### config.mk
export PLATFORM = sky130hd
export DESIGN_NAME = main_fsm
export DESIGN_NICKNAME = d
export VERILOG_FILES = /design/src/rtl/main_fsm.sv
export SDC_FILE = /design/constraint.sdc
export NUM_CORES = 1
export LEC_CHECK = 0
export BUFFER_PORTS_ARGS = -buffer_cell sky130_fd_sc_hd__buf_2
export CORE_MARGIN = 8
export CORE_UTILIZATION = 43
export CTS_BUF_LIST = sky130_fd_sc_hd__clkbuf_8
export DETAILED_ROUTE_END_ITERATION = 12
export GPL_TIMING_DRIVEN = 0
export PLACE_DENSITY = 0.78
export SLEW_MARGIN = 20
export SYNTH_ARGS = -nofsm -noshare
export SYNTH_HDL_FRONTEND = slang
export SYNTH_SLANG_ARGS = --single-unit
### constraint.sdc
create_clock -name clk -period 1.4 [get_ports clk]
set_input_delay 0.35 -clock clk [delete_from_list [all_inputs] [get_ports clk]]
set_output_delay 0.35 -clock clk [all_outputs]
set_load 0.05 [all_outputs]
### src/rtl/main_fsm.sv
// Multicycle RISC-V control FSM: sequences fetch/decode/execute/memory/writeback and drives datapath strobes.
// Define UPPER_IMM_EN to build the UPPER state for LUI/AUIPC; otherwise those opcodes trap.
module main_fsm (
  input  logic       clk,
  input  logic       reset,
  input  logic [6:0] op,
  input  logic [2:0] funct3,
  input  logic       zero,
  input  logic       lt,
  input  logic       ltu,
  input  logic       mem_ready,
  output logic       PCWrite,
  output logic       AdrSrc,
  output logic       MemWrite,
  output logic       IRWrite,
  output logic [1:0] ResultSrc,
  output logic [1:0] ALUSrcA,
  output logic [1:0] ALUSrcB,
  output logic [1:0] ALUOp,
  output logic       RegWrite,
  output logic       illegal,
  output logic [3:0] state
);

  typedef enum logic [3:0] {
    S_FETCH    = 4'd0,
    S_DECODE   = 4'd1,
    S_MEMADR   = 4'd2,
    S_MEMREAD  = 4'd3,
    S_MEMWB    = 4'd4,
    S_MEMWRITE = 4'd5,
    S_EXECR    = 4'd6,
    S_ALUWB    = 4'd7,
    S_EXECI    = 4'd8,
    S_JAL      = 4'd9,
    S_BRANCH   = 4'd10,
    S_JALR     = 4'd11,
    S_UPPER    = 4'd12,
    S_TRAP     = 4'd13
  } state_t;

  state_t cur;
  state_t dispatch;
  logic   taken;

  always_comb begin
    taken = 1'b0;
    case (funct3)
      3'b000:  taken = zero;
      3'b001:  taken = ~zero;
      3'b100:  taken = lt;
      3'b101:  taken = ~lt;
      3'b110:  taken = ltu;
      3'b111:  taken = ~ltu;
      default: taken = 1'b0;
    endcase
  end

  // Branches with funct3 010/011 have no defined condition and are treated as illegal.
  always_comb begin
    dispatch = S_TRAP;
    case (op)
      7'b0000011, 7'b0100011: dispatch = S_MEMADR;
      7'b0110011:             dispatch = S_EXECR;
      7'b0010011:             dispatch = S_EXECI;
      7'b1101111:             dispatch = S_JAL;
      7'b1100111:             dispatch = S_JALR;
      7'b1100011:             dispatch = (funct3 == 3'b010 || funct3 == 3'b011) ? S_TRAP : S_BRANCH;
`ifdef UPPER_IMM_EN
      7'b0110111, 7'b0010111: dispatch = S_UPPER;
`else
      7'b0110111, 7'b0010111: dispatch = S_TRAP;
`endif
      default:                dispatch = S_TRAP;
    endcase
  end

  always_ff @(posedge clk) begin
    if (reset) begin
      cur <= S_FETCH;
    end else begin
      case (cur)
        S_FETCH:    if (mem_ready) cur <= S_DECODE;
        S_DECODE:   cur <= dispatch;
        S_MEMADR:   cur <= op[5] ? S_MEMWRITE : S_MEMREAD;
        S_MEMREAD:  if (mem_ready) cur <= S_MEMWB;
        S_MEMWB:    cur <= S_FETCH;
        S_MEMWRITE: if (mem_ready) cur <= S_FETCH;
        S_EXECR:    cur <= S_ALUWB;
        S_ALUWB:    cur <= S_FETCH;
        S_EXECI:    cur <= S_ALUWB;
        S_JAL:      cur <= S_ALUWB;
        S_BRANCH:   cur <= S_FETCH;
        S_JALR:     cur <= S_JAL;
`ifdef UPPER_IMM_EN
        S_UPPER:    cur <= S_ALUWB;
`endif
        S_TRAP:     cur <= S_TRAP;
        default:    cur <= S_TRAP;
      endcase
    end
  end

  // Moore decode; write strobes and illegal are suppressed while reset is held.
  always_comb begin
    PCWrite   = 1'b0;
    AdrSrc    = 1'b0;
    MemWrite  = 1'b0;
    IRWrite   = 1'b0;
    ResultSrc = 2'b00;
    ALUSrcA   = 2'b00;
    ALUSrcB   = 2'b00;
    ALUOp     = 2'b00;
    RegWrite  = 1'b0;
    illegal   = 1'b0;
    case (cur)
      S_FETCH: begin
        ALUSrcB   = 2'b10;
        ResultSrc = 2'b10;
        IRWrite   = mem_ready;
        PCWrite   = mem_ready;
      end
      S_DECODE: begin
        ALUSrcA = 2'b01;
        ALUSrcB = 2'b01;
      end
      S_MEMADR: begin
        ALUSrcA = 2'b10;
        ALUSrcB = 2'b01;
      end
      S_MEMREAD: AdrSrc = 1'b1;
      S_MEMWB: begin
        ResultSrc = 2'b01;
        RegWrite  = 1'b1;
      end
      S_MEMWRITE: begin
        AdrSrc   = 1'b1;
        MemWrite = 1'b1;
      end
      S_EXECR: begin
        ALUSrcA = 2'b10;
        ALUOp   = 2'b10;
      end
      S_ALUWB: RegWrite = 1'b1;
      S_EXECI: begin
        ALUSrcA = 2'b10;
        ALUSrcB = 2'b01;
        ALUOp   = 2'b10;
      end
      S_JAL: begin
        ALUSrcA = 2'b01;
        ALUSrcB = 2'b10;
        PCWrite = 1'b1;
      end
      S_BRANCH: begin
        ALUSrcA = 2'b10;
        ALUOp   = 2'b01;
        PCWrite = taken;
      end
      S_JALR: begin
        ALUSrcA = 2'b10;
        ALUSrcB = 2'b01;
      end
`ifdef UPPER_IMM_EN
      S_UPPER: begin
        ALUSrcA = op[5] ? 2'b11 : 2'b01;
        ALUSrcB = 2'b01;
      end
`endif
      S_TRAP: illegal = 1'b1;
      default: ;
    endcase
    if (reset) begin
      PCWrite  = 1'b0;
      MemWrite = 1'b0;
      IRWrite  = 1'b0;
      RegWrite = 1'b0;
      illegal  = 1'b0;
    end
  end

  assign state = cur;

endmodule

==> Flow_metrics.wiki, run 1 <==
{| class="wikitable"
! Metric !! Value
|-
| Master cell of the clock root buffer || clkbuf_8
|-
| Yosys reg bits || 4
|-
| Synthesized area per cell || 7.13 sq um
|-
| Port Buffer Count || 33
|-
| Number of top-level pins || 34
|-
| Placed wire-length estimate || 1.91 mm
|-
| Post-Syn Area || around 710 sq um
|-
| Number of instances in the synthesized netlist || 99
|-
| Distinct cells, synth || 35
|-
| Starting utilization of the core area || 46.3%
|-
| Run status || stopped before the end
|-
| Chip height || 56.5 um
|-
| Number of synthesized flops with an enable pin || 0
|-
| Clock buffer count from CTS || 3
|-
| Placement Rows || 14
|-
| CTS Sinks || 4
|-
| Seq/Total Area, Yosys || a little under an eighth
|-
| Number of warnings issued by yosys || 0
|-
| CTS hold repair buffers || 0
|-
| Die Span X || 56.5 um
|-
| Proportion of synthesized flip-flops having asynchronous set or reset || 0%
|-
| Buffers inserted during post-CTS setup optimization || 25
|-
| First Err || [ERROR DPL-0038] Utilization greater than 100%, impossible to legalize
|-
| Main synth FF type || dfxtp_1
|-
| Level count of the clock H-tree || 1
|-
| Last stage reached || clock tree synthesis
|-
| Count of cells resized by post-cts repair || around 60
|-
| GP Congestion || 0.881
|-
| Clock tree buffer depth || 2
|-
| Cell count after placement || 148
|-
| Synthesized Nets || 115
|}
==> synthesized netlist by cell type (3+ instances only) <==
| library cell | n | area [sq um] |
|---|---|---|
| nand2_1 | 5 | 18.8 |
| xnor2_1 | 3 | 26.3 |
| nor2_1 | 10 | 37.5 |
| a21oi_1 | 7 | 35.0 |
| o21ai_1 | 3 | 15.0 |
| inv_1 | 3 | 11.3 |
| nor3_1 | 12 | 60.1 |
| nor2b_1 | 5 | 31.3 |
| buf_2 | 5 | 25.0 |
| buf_4 | 3 | 22.5 |
| nand2b_1 | 4 | 25.0 |
| nand3b_1 | 3 | 22.5 |
| dfxtp_1 | 4 | 80.1 |
| o31ai_1 | 3 | 22.5 |
| xor2_1 | 3 | 26.3 |
==> through the flow <==
step	instance area (sq um)	setup slack (ps)	utilization [%]	setup TNS, ps	hold slack (ps)
2_1_floorplan	957	-524	-	-2740	407
3_3_place_gp	1140	-635	75.0	-2440	603
3_5_place_dp	1140	-668	75.0	-2720	633
==> logic make-up after synthesis <==
logic type / after synthesis / synth area share (%)
xor+xnor: 6 / 7.45
buf+inv: 11 / 8.33
mux: 1 / 1.42
simple gates: 49 / 41.7
flops: 4 / 11.3
compound gates: 28 / 29.8
==> run 2: changes to the inputs <==
Settings changed: CORE_AREA set to 8 8 69 71, CORE_MARGIN 8 to not set, CORE_UTILIZATION 43 to not set, CTS_BUF_LIST sky130_fd_sc_hd__clkbuf_8 to not set, DIE_AREA set to 0 0 77 79, PLACE_DENSITY 0.78 to not set, PLACE_DENSITY_LB_ADDON set to 0.15.
Clock period 1.4 ns to 1.8 ns, I/O delays scaled along.
==> run 2 against run 1 <==
The flow now finishes, with violations (setup timing). Synthesized cell count is the same. Synthesized area stayed put.
==> Flow_metrics.wiki, run 2 <==
{| class="wikitable"
! Metric !! Value
|-
| Slew Limit Fails || 0
|-
| Number of top-level pins || 34
|-
| Area added between synthesis and finish || 105%
|-
| Total of max-cap violations || 0
|-
| Worst setup slack after placement || -417 ps
|-
| Average wire per cell in the routed design || 13.7 um
|-
| Post-layout min period || slightly above 2000 ps
|-
| Clock transition at the registers of the reported paths || 30 ps
|-
| Post-Synth Adder-Cell Area || 0%
|-
| Maximum number of pins on one net before global-route repair || 11
|-
| Main synth FF type || dfxtp_1
|-
| Router iterations before antenna repair || 4
|-
| Crit end category || output port
|-
| Data arrival time of the worst path || between 1500 and 2000 ps
|-
| Starting utilization of the core area || between 15 and 20%
|-
| Number of global-route vias before repair || 893
|-
| Met1 usage || 11.0%
|-
| Fraction of post-synthesis cell area in the top cell type by area || approximately 11%
|-
| Number of warnings issued by yosys || 0
|-
| Sum of overflow across all layers after global routing || 0
|-
| Fraction of layout instances using a drive strength above 1 || between 50% and 60%
|-
| Final design utilization || approximately two fifths
|-
| CTS Sinks || 4
|-
| Violated checks || setup timing
|-
| Worst stage delay on the critical path || 320 ps
|-
| Minimum hold slack || 606 ps
|-
| Seq/Total Area, Yosys || between 10 and 15%
|-
| Number of flip-flops in the largest register || 4
|-
| Number of instances in the synthesized netlist || 99
|-
| Combinational family with the most area after synthesis || simple AND/OR/NAND/NOR gates
|-
| Wirelength, routed || 2.72 mm
|-
| Worst Setup Path Type || in -> out
|-
| Largest vdd supply drop || 0.000487 V
|-
| Core area || 3800 sq um
|-
| Cell Pwr Density || roughly 2000 nW/um^2
|-
| Kind of cell with the highest combined delay on the critical path || compound AO/OA/AOI/OAI gates
|-
| Xor and xnor area share after synthesis || 7.45%
|-
| Busiest layer in global routing || met2
|-
| Worst slew margin || 77.7%
|-
| Clock buffer count from CTS || 3
|-
| Master cell of the clock root buffer || clkbuf_8
|-
| Met3 Track Usage GR || 2.48%
|-
| Run status || finished, violations left
|-
| Leading cell types in the layout, fill and taps excluded || 22 x buf_2, 13 x buf_4, 11 x buf_6
|-
| Number of synthesized flops with an enable pin || 0
|-
| Port Buffer Count || 33
|-
| Hold WC Path Type || in -> reg
|-
| Maximum clock frequency || 495 MHz
|-
| Compound-gate portion of the synthesized area || between 20 and 30%
|-
| GP Congestion || 0.813
|-
| Level count of the clock H-tree || 1
|-
| # setup viols final || 5
|-
| Series of cell instances along the critical path || buf_8 > mux2i_2 > xnor2_1 > a21oi_1 > o32a_1 > nor3_4 > buf_6
|-
| Post-route worst setup slack || -219 ps
|-
| Final #Nets || 167
|-
| Global routing usage summed across all routing layers || 8.55%
|-
| CTS tree || yes
|-
| Via count of the routed design || 939
|-
| Clock latency reported for the late side of the worst-skew pair || 220 ps
|-
| Post-Syn Area || 706 sq um
|-
| Synth cell count leaders || 12 x nor3_1, 10 x nor2_1, 7 x a21oi_1
|-
| Worst-Margin Slew || 333 ps
|-
| Data required time of the worst path || 1350 ps
|-
| Number of design rule violations left after detail routing || 0
|-
| Proportion of synthesized flip-flops having asynchronous set or reset || 0%
|-
| CTS hold repair buffers || 0
|-
| Synthesized area per cell || about 7.1 sq um
|-
| Starting DRT DRC Count || 60
|-
| Peak fanout along the critical path || 2
|-
| Fraction of the cycle the final worst path needs || 112%
|-
| Count of final hold-check violations || 0
|-
| Clock tree buffer depth || 2
|-
| Leakage power || 0.585 nW
|-
| Buf/Inv on CP || 2
|-
| Max stage delay cell, worst path || o32a_1
|-
| Wire length of the first global-routing pass || approximately 4.3 mm
|-
| Simple-gate portion of the synthesized area || 41.7%
|-
| Distinct cells, synth || 35
|-
| Worst clock skew || between 4 and 5 ps
|-
| Final antenna diode count || 0
|-
| Die Span X || 77 um
|-
| Met2 routing resource usage after global routing || 13.4%
|-
| Chip height || 79 um
|-
| Most repeated cell in the gate-level netlist after synthesis || nor3_1
|-
| Remaining number of nets flagged by the antenna check after routing || 0
|-
| Element type at the critical path start || primary input
|-
| Share of synthesized area spent on multiplexers || roughly 1.4%
|-
| Setup repair after global routing missed its margin || true
|-
| Most common cell after layout, fill and taps aside || buf_2
|-
| Area contributors post-synth || dfxtp_1 11%, nor3_1 8.5%, nor2_1 5.3%
|-
| Placement Rows || 23
|-
| Yosys reg bits || 4
|-
| Total power of the final layout || 2.90 mW
|-
| Die Outline Area || 6080 sq um
|-
| Detail-routed via count per cell || 4.72
|-
| Placed wire-length estimate || 2.04 mm
|-
| Synthesized Nets || 115
|-
| Library cell occupying the most area in the post-synthesis netlist || dfxtp_1
|-
| Number of antenna violations at the first check in global routing || 0
|}
## run 2: layer usage
layer  vias to the layer above  wire length, um
li1                        470                -
met1                       428             1290
met2                        39             1240
met3                         2              177
met4                         0               19
met5                         -                0
## run 2: area by class of cell
class | count | area [sq um]
well taps | 50 | 62.6
multi-input cells | 84 | 737
clock buffers | 3 | 41.3
plain buffers | 7 | 113
flip-flops and latches | 4 | 95.1
fillers | 401 | 2350
repair buffers | 48 | 384
inverters | 3 | 11.3
## run 2: stage by stage
stage | TNS, ps | instance area (sq um) | std cells
floorplan | -609 | 867 | 99
detailed placement | -521 | 1090 | 182
global route | -660 | 1440 | 199
global placement | -483 | 1090 | 182
CTS | -509 | 1360 | 195
finish | -390 | 1440 | 199
## run 2: final timing paths
check | from | end | slack (ps) | depth (start not counted)
worst max-delay path | funct3[1] | PCWrite | -220 | 7
worst max register to register | state[3] | state[0] | 270 | 7
worst min-delay path | mem_ready | state[3] | 610 | 3
worst min register to register | state[0] | state[1] | 680 | 3
## run 2: power by group
group	leakage, nW	switching (mW)	internal (mW)
combinational	0.528	1.43	1.05
sequential	0.0356	0.0860	0.148
clock	0.0216	0.0444	0.142
## run 2: logic make-up after synthesis
kind of cell / after synthesis
AOI/OAI and AO/OA: 28
buffers and inverters: 11
muxes: 1
xor gates and xnor gates: 6
and+or+nand+nor: 49
DFF: 4
## run 2: repair_timing
item / 4_1_cts / 5_1_grt
gates cloned: 1 / 1
endpoints found under the setup margin: 14 / 10
gates resized for setup: 38 / 10
buffers inserted: 9 / 5
pin swaps: 6 / 4
## run 2: worst reg2reg max path: stages (launching register included)
cell      delay (ps)
dfxtp_4          350
buf_8            140
buf_12           130
buf_12           120
buf_4            130
nor3_1           170
a21oi_1           60
a311oi_1         300
Power figures use the tool's default switching activity.
==> run 3: changes to the inputs <==
Settings changed: PLACE_DENSITY_LB_ADDON 0.15 to 0.08.
==> run 3 against run 2 <==
Non-clock buffer count down 3. Final cell count down 1.5%. Count of clock-buffer cells in the layout unchanged. Hold slack worse by 16 ps. Routed wire length up 2.2%. Worst setup slack worse by 13 ps. Fmax down 0.65%. The run still ends with setup timing left. Via count down 1.5%. Clock skew down 1.9 ps. Critical endpoint unchanged. Final area up 1.7%. Flip-flop and latch count unchanged. Critical path depth unchanged.
==> Flow_metrics.wiki, run 3 (synthesis results as in run 2) <==
{| class="wikitable"
! Metric !! Value
|-
| Data arrival time of the worst path || 1580 ps
|-
| Slew Limit Fails || 0
|-
| Post-layout min period || 2030 ps
|-
| Port Buffer Count || 33
|-
| Largest vdd supply drop || 0.000431 V
|-
| Number of global-route vias before repair || 968
|-
| Leading cell types in the layout, fill and taps excluded || 21 x buf_2, 11 x buf_6, 10 x buf_4
|-
| Wirelength, routed || 2.78 mm
|-
| GP Congestion || 0.732
|-
| Count of final hold-check violations || 0
|-
| Most common cell after layout, fill and taps aside || buf_2
|-
| Number of top-level pins || 34
|-
| Number of flip-flops in the largest register || 4
|-
| Clock buffer count from CTS || 3
|-
| Final design utilization || 38.7%
|-
| Leakage power || 0.591 nW
|-
| Die Span X || between 70 and 80 um
|-
| Detail-routed via count per cell || 4.72
|-
| Data required time of the worst path || 1350 ps
|-
| Worst stage delay on the critical path || 320 ps
|-
| Starting utilization of the core area || between 15 and 20%
|-
| # setup viols final || 5
|-
| Wire length of the first global-routing pass || ~4.5 mm
|-
| Master cell of the clock root buffer || clkbuf_8
|-
| Clock tree buffer depth || 2
|-
| Violated checks || setup timing
|-
| Placed wire-length estimate || 2.08 mm
|-
| Worst Setup Path Type || in -> out
|-
| Setup repair after global routing missed its margin || true
|-
| Number of antenna violations at the first check in global routing || 0
|-
| Worst slew margin || 77.4%
|-
| Cell Pwr Density || 2020 nW/um^2
|-
| Fraction of the cycle the final worst path needs || 113%
|-
| Highest routed layer || met4
|-
| Crit end category || output port
|-
| Remaining number of nets flagged by the antenna check after routing || 0
|-
| Worst-Margin Slew || 335 ps
|-
| Max stage delay cell, worst path || o32a_1
|-
| Series of cell instances along the critical path || buf_8 > mux2i_4 > xnor2_1 > a21oi_1 > o32a_1 > nor3_4 > buf_6
|-
| Detail Route met2 WL || roughly 1.3 mm
|-
| Final #Nets || roughly 160
|-
| Fraction of layout instances using a drive strength above 1 || 58.2%
|-
| Via count of the routed design || approximately 900
|-
| Final antenna diode count || 0
|-
| Setup Total Neg Slack || -350 ps
|-
| Run status || finished, violations left
|-
| WL met3 || 163 um
|-
| Element type at the critical path start || primary input
|-
| Starting DRT DRC Count || 50
|-
| CTS hold repair buffers || 0
|-
| Number of design rule violations left after detail routing || 0
|-
| Area added between synthesis and finish || 108%
|-
| Total of max-cap violations || 0
|-
| Clock latency reported for the late side of the worst-skew pair || approximately 220 ps
|-
| Hold WC Path Type || in -> reg
|-
| Clock transition at the registers of the reported paths || ~30 ps
|-
| Router iterations before antenna repair || 4
|-
| Die Outline Area || just over 6000 sq um
|-
| Level count of the clock H-tree || 1
|-
| Area occupied by registers || between 90 and 100 sq um
|-
| CTS tree || yes
|-
| Core area || around 3800 sq um
|-
| Sum of overflow across all layers after global routing || 0
|-
| Layout fillers || 410
|-
| CTS Sinks || 4
|-
| Average wire per cell in the routed design || 14.2 um
|-
| Post-route worst setup slack || -232 ps
|-
| Maximum number of pins on one net before global-route repair || 12
|-
| Chip height || 79 um
|-
| Worst clock skew || 2.63 ps
|-
| Maximum clock frequency || 492 MHz
|-
| Global routing usage summed across all routing layers || 9.16%
|-
| Placement Rows || 23
|-
| Wl on met1 || 1.27 mm
|-
| Peak fanout along the critical path || 2
|-
| Area used by multi-input combinational logic || 749 sq um
|}
[run 3: changes by cell type in the layout (fill, tap and decap cells not counted), sizes merged]
cell    delta
buf        -4
bufbuf     +2
clkbuf     -1
[run 3: stage by stage]
stage / setup WS [ps] / total power [mW] / hold slack [ps] / cell area [sq um] / instances
finish: -232 / 2.97 / 590 / 1470 / 196
global route: -297 / 3.14 / 601 / 1470 / 196
CTS: -283 / 2.81 / 592 / 1370 / 191
detailed placement: -454 / 2.17 / 623 / 1090 / 182
global placement: -420 / 2.16 / 614 / 1090 / 182
floorplan: -268 / 1.78 / 507 / 867 / 99
[run 3: final timing paths]
path             start        to  slack [ps]  cells after the start
max          funct3[1]   PCWrite        -230                      7
min              reset  state[1]         590                      2
max reg2reg   state[0]  state[0]         330                      5
min reg2reg   state[1]  state[1]         620                      3
[run 3: final cells by class]
cell class                      count  area share (%)
Tap cell                           50            4.26
Clock buffer                        3            2.81
Inverter                            3           0.767
Sequential cell                     4            6.47
Timing Repair Buffer               44            25.4
Multi-Input combinational cell     84            51.0
Buffer                              8            9.28
[run 3: timing repair]
item                       CTS  global route
pin swaps                    5             4
gates resized for setup     38            13
setup buffers                4             5
gates cloned                 2             0
setup endpoints to repair   14            10
[run 3: where the power goes]
part           internal (mW)  switching (mW)  total, mW  leakage, nW
combinational           1.12            1.45       2.57        0.534
sequential             0.148          0.0627      0.210       0.0356
clock                  0.142          0.0449      0.187       0.0216
[run 3: routing by layer]
layer | global-route usage, % | vias to the layer above
met5 | 0 | -
met4 | 3.40 | 0
met3 | 2.93 | 4
met2 | 15.5 | 30
met1 | 10.6 | 420
li1 | - | 471
[run 3: worst max-delay path: cells and delay by family]
family	cells	cell delay, ps
compound gates	2	410
xor+xnor	1	130
buf+inv	2	260
mux	1	210
simple gates	1	130
==> run 4: changes to the inputs <==
Settings changed: MAX_ROUTING_LAYER set to met4.
==> run 4 against run 3 <==
Fmax hardly changed. Global-route usage is 0.27 points higher. Highest routed layer unchanged. Hold slack hardly changed. The run still ends with setup timing left. Combinational power hardly changed. Sequential power hardly changed. Utilization stayed put. Largest power group unchanged. Total power hardly changed. Non-clock buffer count stayed put.
==> Flow_metrics.wiki, run 4 (synthesis results as in run 2) <==
{| class="wikitable"
! Metric !! Value
|-
| Final design utilization || 38.7%
|-
| Global routing usage summed across all routing layers || roughly a tenth
|-
| Clock transition at the registers of the reported paths || 30 ps
|-
| Reported net switching power || 1.56 mW
|-
| Max stage delay cell, worst path || o32a_1
|-
| Area occupied by registers || between 90 and 100 sq um
|-
| Slew Limit Fails || 0
|-
| Wire length of the first global-routing pass || 4.55 mm
|-
| Internal reg-to-reg setup slack || 330 ps
|-
| Number of antenna violations at the first check in global routing || 0
|-
| Final #Nets || around 160
|-
| Average wire per cell in the routed design || 14.1 um
|-
| Area used by multi-input combinational logic || roughly 750 sq um
|-
| Remaining number of nets flagged by the antenna check after routing || 0
|-
| Worst slew margin || about three quarters
|-
| Maximum number of pins on one net before global-route repair || 12
|-
| Worst-Margin Slew || 344 ps
|-
| Worst stage delay on the critical path || 320 ps
|-
| CTS hold repair buffers || 0
|-
| Total power of the final layout || 2.97 mW
|-
| Data arrival time of the worst path || 1580 ps
|-
| Combinational group share of total power || 86.6%
|-
| Hold Path Stages || 2
|-
| Post-layout min period || approximately 2000 ps
|-
| Die Outline Area || 6080 sq um
|-
| Chip height || 79 um
|-
| Fraction of layout instances using a drive strength above 1 || 58.2%
|-
| Cell Pwr Density || 2020 nW/um^2
|-
| CTS tree || yes
|-
| Final antenna diode count || 0
|-
| Master cell of the clock root buffer || clkbuf_8
|-
| Placed wire-length estimate || around 2.1 mm
|-
| Port Buffer Count || 33
|-
| Met3 Track Usage GR || 2.37%
|-
| Cell count of the worst reg-to-reg path || 5
|-
| # setup viols final || 5
|-
| Core area || roughly 3800 sq um
|-
| Clock latency reported for the late side of the worst-skew pair || between 200 and 250 ps
|-
| Reg-to-Reg Start || state[0]
|-
| Starting DRT DRC Count || 56
|-
| Crit end category || output port
|-
| Level count of the clock H-tree || 1
|-
| Met2 routing resource usage after global routing || between 10% and 20%
|-
| Part of the total power dissipated in sequential elements || 7.1%
|-
| Placement Rows || 23
|-
| Number of flip-flops in the largest register || 4
|-
| Busiest layer in global routing || met2
|-
| Buf/Inv on CP || 2
|-
| Maximum clock frequency || roughly 500 MHz
|-
| Detail-routed via count per cell || 4.71
|-
| Clock buffer count from CTS || 3
|-
| Wirelength, routed || 2.77 mm
|-
| Count of final hold-check violations || 0
|-
| Final non-filler cell total || 196
|-
| Number of global-route vias before repair || 965
|-
| Number of design rule violations left after detail routing || 0
|-
| Reg2Reg Capture Point || state[0]
|-
| Element type at the critical path start || primary input
|-
| Router iterations before antenna repair || 4
|-
| Cell count after placement || 182
|-
| Worst hold start || reset
|-
| Met1 usage || 11.0%
|-
| GP Congestion || 0.741
|-
| Worst clock skew || 2.63 ps
|-
| Fraction of power consumed by the clock network || roughly 6.3%
|-
| Hold WC Path Type || in -> reg
|-
| Area added between synthesis and finish || 108%
|-
| Largest vdd supply drop || 0.000431 V
|-
| Most common cell after layout, fill and taps aside || buf_2
|-
| Clock tree buffer depth || 2
|-
| Setup repair after global routing missed its margin || true
|-
| Fraction of the cycle the final worst path needs || 113%
|-
| Via count of the routed design || just over 900
|-
| Leading cell types in the layout, fill and taps excluded || 21 x buf_2, 11 x buf_6, 10 x buf_4
|-
| Sw Ratio || 52.4%
|-
| Run status || finished, violations left
|-
| Series of cell instances along the critical path || buf_8 > mux2i_4 > xnor2_1 > a21oi_1 > o32a_1 > nor3_4 > buf_6
|-
| Total of max-cap violations || 0
|-
| CTS Sinks || 4
|-
| Kind of cell with the highest combined delay on the critical path || compound AO/OA/AOI/OAI gates
|-
| Starting utilization of the core area || 18.6%
|-
| Sum of overflow across all layers after global routing || 0
|-
| Die Span X || 77 um
|-
| Layout fillers || just over 400
|-
| Internal power component || 1.41 mW
|-
| Worst min-delay path endpoint || state[1]
|-
| Data required time of the worst path || 1350 ps
|-
| Number of top-level pins || 34
|-
| Peak fanout along the critical path || 2
|-
| Violated checks || setup timing
|-
| Worst Setup Path Type || in -> out
|-
| Post-route worst setup slack || -233 ps
|-
| Leakage power || 0.591 nW
|}
## run 4: cell counts in the layout (fill, tap and decap cells not counted)
No cell type changed its count.
## run 4: power groups by stage
stage | clock network, mW | registers (mW) | logic (mW)
detailed placement | 0 | 0.223 | 1.94
CTS | 0.196 | 0.206 | 2.41
global route | 0.200 | 0.218 | 2.72
floorplan | 0 | 0.333 | 1.45
finish | 0.187 | 0.210 | 2.57
global placement | 0 | 0.224 | 1.94
## run 4: timing repair
| item | CTS | global route |
|---|---|---|
| pin swaps | 5 | 4 |
| gates cloned | 2 | 0 |
| setup endpoints to repair | 14 | 10 |
| resized for setup | 38 | 13 |
| setup buffers | 4 | 5 |
## run 4: final cells by class
type                       instances  share of cell area [%]
sequential                         4                    6.47
buffer                             8                    9.28
multi-input combinational         84                    51.0
inverter                           3                   0.767
tap                               50                    4.26
clock buffer                       3                    2.81
timing repair buffer              44                    25.4
## run 4: worst register-to-register path: stages, from the launching register on
cell and delay, ps:
dfxtp_4 350, buf_12 150, nand2b_1 180, o21ai_0 330, a21oi_2 80, a311oi_1 270
## run 4: worst max path at each step
stage / startpoint / end / slack, ps / cells after the start
floorplan: funct3[1] / PCWrite / -270 / 5
global placement: funct3[1] / PCWrite / -420 / 7
detailed placement: funct3[1] / PCWrite / -450 / 7
CTS: funct3[1] / PCWrite / -280 / 7
global route: funct3[1] / PCWrite / -300 / 7
finish: funct3[1] / PCWrite / -230 / 7
## run 4: layer usage
layer	vias up	routed length, um
met4	0	37
li1	471	-
met3	4	125
met2	30	1310
met1	419	1300
met5	-	0
## run 4: through the flow
| stage | cell area (sq um) | setup TNS [ps] | hold slack [ps] | setup slack, ps |
|---|---|---|---|---|
| finish | 1470 | -352 | 590 | -233 |
| global route | 1470 | -675 | 601 | -297 |
| CTS | 1370 | -542 | 592 | -283 |
| detailed placement | 1090 | -546 | 623 | -454 |
| global placement | 1090 | -523 | 614 | -420 |
| floorplan | 867 | -609 | 507 | -268 |
